===== src/rtl/s1196_seq_core_pkg.sv =====
// s1196 benchmark core: shared widths, state layout and pin order.
// Imported by the model, the pin interface and the state register.
package s1196_seq_core_pkg;

    localparam int STATE_W = 18;
    localparam int IN_W    = 14;
    localparam int OUT_W   = 14;

    localparam int A_W = 8;
    localparam int C_W = 6;
    localparam int M_W = 4;

    typedef struct packed {
        logic [A_W-1:0] a;
        logic [C_W-1:0] c;
        logic [M_W-1:0] m;
    } state_t;

    // Bit positions in the flattened output vector; shared with the netlist.
    localparam int O_G45  = 0;
    localparam int O_G530 = 1;
    localparam int O_G532 = 2;
    localparam int O_G535 = 3;
    localparam int O_G537 = 4;
    localparam int O_G539 = 5;
    localparam int O_G542 = 6;
    localparam int O_G546 = 7;
    localparam int O_G547 = 8;
    localparam int O_G548 = 9;
    localparam int O_G549 = 10;
    localparam int O_G550 = 11;
    localparam int O_G551 = 12;
    localparam int O_G552 = 13;

    localparam logic [C_W-1:0] C_TERM = '1;

endpackage


===== src/rtl/s1196_seq_core_state_reg.sv =====
// s1196 state register: 18 flops, async active-low clear,
// synchronous load enable.
module s1196_state_reg
    import s1196_seq_core_pkg::*;
(
    input  logic               clk,
    input  logic               reset,
    input  logic               en,
    input  logic [STATE_W-1:0] d,
    output logic [STATE_W-1:0] q
);

    always_ff @(posedge clk or negedge reset) begin
        if (!reset) begin
            q <= '0;
        end else if (en) begin
            q <= d;
        end
    end

endmodule


===== src/rtl/s1196_seq_core.sv =====
// s1196 behavioural core: accumulator, counter, mode shift register.
// Next-state and output logic; flops live in s1196_state_reg.
module s1196_seq_core
    import s1196_seq_core_pkg::*;
(
    input  logic reset,
    input  logic en,
    input  logic clk,
    input  logic G0,
    input  logic G1,
    input  logic G10,
    input  logic G11,
    input  logic G12,
    input  logic G13,
    input  logic G2,
    input  logic G3,
    input  logic G4,
    output logic G45,
    input  logic G5,
    output logic G530,
    output logic G532,
    output logic G535,
    output logic G537,
    output logic G539,
    output logic G542,
    output logic G546,
    output logic G547,
    output logic G548,
    output logic G549,
    output logic G550,
    output logic G551,
    output logic G552,
    input  logic G6,
    input  logic G7,
    input  logic G8,
    input  logic G9
);

    state_t         cur;
    state_t         nxt;
    logic [A_W-1:0] dOp;

    assign dOp = {G8, G7, G6, G5, G4, G3, G2, G1};

    // Add wraps mod 256; the carry out is intentionally dropped.
    always_comb begin
        nxt   = cur;
        nxt.a = G9 ? (cur.a ^ dOp) : (cur.a + dOp);
        nxt.c = G0 ? (cur.c + 1'b1) : cur.c;
        nxt.m = {cur.m[M_W-2:0], G10 ^ G11};
    end

    s1196_state_reg uState (
        .clk   (clk),
        .reset (reset),
        .en    (en),
        .d     (nxt),
        .q     (cur)
    );

    assign G45  = G12 & G13 & ~cur.m[M_W-1];
    assign G552 = (cur.c == C_TERM);

    assign {G547, G546, G542, G539,
            G537, G535, G532, G530} = cur.a;
    assign {G551, G550, G549, G548} = cur.c[3:0];

endmodule


===== config.mk =====
export PLATFORM = sky130hd
export DESIGN_NAME = s1196_seq_core
export DESIGN_NICKNAME = d
export VERILOG_FILES = /design/src/rtl/s1196_seq_core_pkg.sv /design/src/rtl/s1196_seq_core_state_reg.sv /design/src/rtl/s1196_seq_core.sv
export SDC_FILE = /design/constraint.sdc
export NUM_CORES = 1
export LEC_CHECK = 0
export CAP_MARGIN = 5
export CORE_AREA = 2 2 68 70
export CTS_CLUSTER_DIAMETER = 40
export DETAILED_ROUTE_END_ITERATION = 8
export DIE_AREA = 0 0 70 72
export DONT_BUFFER_PORTS = 1
export HOLD_SLACK_MARGIN = 0.12
export PLACE_DENSITY = 0.34
export SYNTH_ARGS = -nofsm -noshare
export SYNTH_HDL_FRONTEND = slang
export SYNTH_SLANG_ARGS = --single-unit
export TNS_END_PERCENT = 30

===== constraint.sdc =====
create_clock -name clk -period 2.83 [get_ports clk]
set_input_delay 0.4245 -clock clk [delete_from_list [all_inputs] [get_ports clk]]
set_output_delay 0.4245 -clock clk [all_outputs]
set_load 0.02 [all_outputs]

==> After elaboration in Yosys (flattened, before gate mapping) <==
Index checks and enable logic that the tools add are counted.
{ "totals": {"register_bits": 18, "inputBits": 17, "wordCells": 12} }
{ "classes": {"n_addsub": 2, "eq_ne": 1, "muxes": 1, "n_bitwise": 5, "reduce_logical": 1} }
{ "op_table": {"columns": ["op", "n"], "rows": [
  ["8-bit adder", 1],
  ["8-bit 2-to-1 mux", 1],
  ["8-bit XOR", 1],
  ["6-bit by 1-bit adder with 6-bit output (second input constant)", 1],
  ["6-bit == test (second input constant)", 1],
  ["1-bit AND", 2],
  ["2-bit AND reduction", 1],
  ["1-bit NOT", 1],
  ["1-bit XOR", 1]
]} }

==> Longest topological paths before layout <==
{ "logic_depth": {"ltp_word": 2, "depth_mapped": 8} }

==> Hierarchy <==
From an unflattened synthesis, not the netlist that was laid out.
{ "hier_totals": {"cells_unflattened": 97, "hier_area_um2": 1162.4} }
{ "modules_own_cells": {"columns": ["module", "n_inst", "cells_each", "area_per_inst_um2"], "rows": [
  ["s1196_state_reg", 1, 38, 721.9],
  ["s1196_seq_core", 1, 59, 440.4]
]} }

==> Worst setup path before layout <==
No wires, ideal clock.
{ "synth_timing": {"kind": "register -> register", "from": "reg uState.q[10]", "to": "reg uState.q[16]", "setup_ps": 125, "t_arrival_ps": 2099, "t_required_ps": 2705, "slack_ps": 606, "path_stages_with_launch": 9, "period_less_slack_ps": 2224, "path_cell_list": "dfrtp_1 ha_1 inv_1 fa_1 or2b_1 a211oi_1 a31oi_1 xnor2_1 mux2_2"} }
{ "synth_via": {"elab_chain_len": 2} }
{ "synth_lines": {"columns": ["item", "line_no", "source"], "rows": [
  ["from (decl)", "s1196_seq_core_state_reg.sv:10", "output logic [STATE_W-1:0] q"],
  ["from (signal assigned)", "s1196_seq_core_state_reg.sv:15", "q <= '0;"],
  ["from (signal assigned)", "s1196_seq_core_state_reg.sv:17", "q <= d;"],
  ["8-bit adder", "s1196_seq_core.sv:48", "nxt.a = G9 ? (cur.a ^ dOp) : (cur.a + dOp);"],
  ["8-bit 2-to-1 mux", "s1196_seq_core.sv:48", null]
]} }
Every way passes these cells.
A chain may end at the register's enable or synchronous reset.

==> Final worst setup path <==
Ends and elaborated chain as after synthesis.

==> impl_metrics.env <==
export IMPL_run_status="complete, no violations"
export IMPL_synth_cells=105
export IMPL_synth_edf_count=0
export IMPL_setup_viol_count_final=0
export IMPL_grt_total_usage_pct=8.71
export IMPL_drive_gt1_share_pct=10.5
export IMPL_grt_overflow=0
export IMPL_finalSetupTns_ns=0
export IMPL_tightest_slew_ns=0.887
export IMPL_hpwl_mm=1.59
export IMPL_ys_warn_count=0
export IMPL_setup_ws_ns=0.465
export IMPL_hold_depth=1
export IMPL_crit_required_ns=2.97
export IMPL_synth_seq_cells=18
export IMPL_synth_top_cell_area_share_pct=43.0
export IMPL_cts_resized=0
export IMPL_grt_antenna_before_repair=0
export IMPL_grt_setup_unrepaired="false"
export IMPL_finClkSkew_ns=0.00716
export IMPL_remaining_drc_errors=0
export IMPL_num_antenna_cells=0
export IMPL_place_congestion=0.700
export IMPL_core_rowCount=24
export IMPL_reg2reg_slack_ns=0.47
export IMPL_cts_sinks=18
export IMPL_reg2reg_depth=8
export IMPL_syn_area_sq_um=1050
export IMPL_placed_cells=153
export IMPL_maxCapViolCount=0
export IMPL_layoutNonFillerInstCount=157
export IMPL_period_minus_slack_ns=2.36
export IMPL_hold_viol_final=0
export IMPL_largest_register="uState.q"
export IMPL_dr_pass1_iters=3
export IMPL_max_freq_mhz=423
export IMPL_cp_data_arrival_time_ns=2.51
export IMPL_cp_max_fo=3
export IMPL_viasPerCell=4.50
export IMPL_drt_total_wl_mm=2.10
export IMPL_final_cell_mix="dfrtp_1 (18), nor2_1 (14), nand2_1 (9)"
export IMPL_synth_ff_type="dfrtp_1"
export IMPL_die_x_um=70
export IMPL_cp_end_kind="flop"
export IMPL_hold_end="uState.q[0]"
export IMPL_final_common_cell="dfrtp_1"
export IMPL_dieArea_sq_um=5040
export IMPL_final_core_util_pct=26.8
export IMPL_die_h_um=72
export IMPL_drt_iter0_drc=11
export IMPL_slew_viol_final=0
export IMPL_ys_types=30
export IMPL_core_sq_um=4260
export IMPL_slew_headroom_pct=40.7
export IMPL_cts_tree="built"
export IMPL_cellLeakagePower_nw=0.468
export IMPL_start_util_pct=24.6
export IMPL_synthArstFlopShare_pct=100
export IMPL_antenna_left=0
export IMPL_min_path_type="in -> reg"
export IMPL_clockRootBuffer="clkbuf_8"
export IMPL_synthesis_nets=131
export IMPL_largest_register_ffs=18
export IMPL_ir_drop_v=0.000399
export IMPL_period_share_pct=83.6
export IMPL_clk_pin_slew_ns=0.07
export IMPL_regToRegStartpoint="uState.q[10]"
export IMPL_synth_area_leaders="dfrtp_1 (43%), ha_1 (9.6%), xnor2_1 (6.7%), mux2_2 (6.5%), nor2_1 (5.0%)"
export IMPL_top_level_ports=31
export IMPL_port_buffers=0
export IMPL_timing_rr_end="uState.q[16]"
export IMPL_grt_pass1_vias=720
export IMPL_reg_largest_list="uState.q: 18 flops"
export IMPL_yosysSeqAreaShare_pct=43.0
export IMPL_dp_slack_ns=0.458
export IMPL_min_from="en"
export IMPL_avgSynthCellArea_sq_um=9.97
export IMPL_cts_made_buffers=3
export IMPL_clk_latency_ns=0.25
export IMPL_grt_max_degree=22
export IMPL_cts_htree_levels=1
export IMPL_powerDensity_nw_per_um2=1010
export IMPL_start_kind="flop"
export IMPL_wl_per_cell_um=13.4
export IMPL_nets=133
export IMPL_clockBufferDepth=2
export IMPL_area_growth_pct=9.32
export IMPL_vias=707
export IMPL_grt_pass1_wl_mm=3.48
export IMPL_criticalPathCategory="reg -> reg"
export IMPL_yosys_area_top_type="dfrtp_1"
worst max-delay path: stages (launching register included):
cell,delay (ns)
dfrtp_1,0.48
ha_1,0.24
inv_1,0.06
fa_1,0.37
or2b_1,0.23
a211oi_1,0.33
a31oi_1,0.15
xnor2_1,0.14
mux2_2,0.25
how the worst max path moves through the flow:
stage	from	to	slack (ns)	cells after the start
after floorplan	uState.q[10]	uState.q[16]	0.61	8
after global placement	uState.q[10]	uState.q[16]	0.50	8
after detailed placement	uState.q[10]	uState.q[16]	0.46	8
after CTS	uState.q[10]	uState.q[16]	0.45	8
after global routing	uState.q[10]	uState.q[16]	0.26	8
final	uState.q[10]	uState.q[16]	0.47	8
synth_stat cells (all sizes together), types with 2 or more instances:
cell type / n
clkbuf: 3
o21ai: 4
ha: 8
a31oi: 2
a21oi: 8
nand2: 9
nand4: 2
xnor2: 8
inv: 4
mux2: 6
dfrtp: 18
xor2: 2
nor2: 14
a211oi: 2
cell type report:
| cell class | count | area [sq um] |
|---|---|---|
| fillers | 465 | 3120 |
| multi-input cells | 79 | 563 |
| flip-flops and latches | 18 | 450 |
| well taps | 52 | 65.1 |
| clock buffers | 3 | 41.3 |
| inverters | 4 | 15.0 |
| repair buffers | 1 | 10.0 |
power breakdown:
part | switching, mW | internal [mW] | total [mW]
Clock | 0.0851 | 0.0945 | 0.180
Sequential | 0.217 | 0.362 | 0.579
Combinational | 0.189 | 0.209 | 0.399
repair_timing:
action / 4_1_cts / 5_1_grt
buffers inserted: 0 / 0
hold buffers: 1 / 0
hold endpoints to repair: 18 / 0
kinds of logic (layout without fill, tap and decap cells):
family / Yosys count / after routing / share of synthesized area [%]
adder cells (fa/ha/maj): 9 / 9 / 11.5
XOR/XNOR: 10 / 10 / 8.36
AND/OR/NAND/NOR: 33 / 33 / 15.2
flip-flops: 18 / 18 / 43.0
buffers and inverters: 8 / 8 / 3.23
multiplexers: 6 / 6 / 6.45
AO/OA/AOI/OAI: 21 / 21 / 12.3
through the flow:
| stage | total power [mW] | hold slack, ns | area (sq um) |
|---|---|---|---|
| 3_3_place_gp | 0.979 | 0.129 | 1090 |
| 5_1_grt | 1.26 | 0.243 | 1140 |
| 4_1_cts | 1.18 | 0.240 | 1140 |
| 3_5_place_dp | 0.983 | 0.130 | 1090 |
| 6_report | 1.16 | 0.253 | 1140 |
| 2_1_floorplan | 0.899 | 0.129 | 1050 |
metal layers:
metal	share of wire (%)	up-vias	track usage [%]
li1	-	365	-
met1	52	317	12.3
met2	41	23	12.8
met3	6.8	2	2.78
met4	0.57	0	2.56
met5	0	-	0
(Power assumes the default switching activity.)
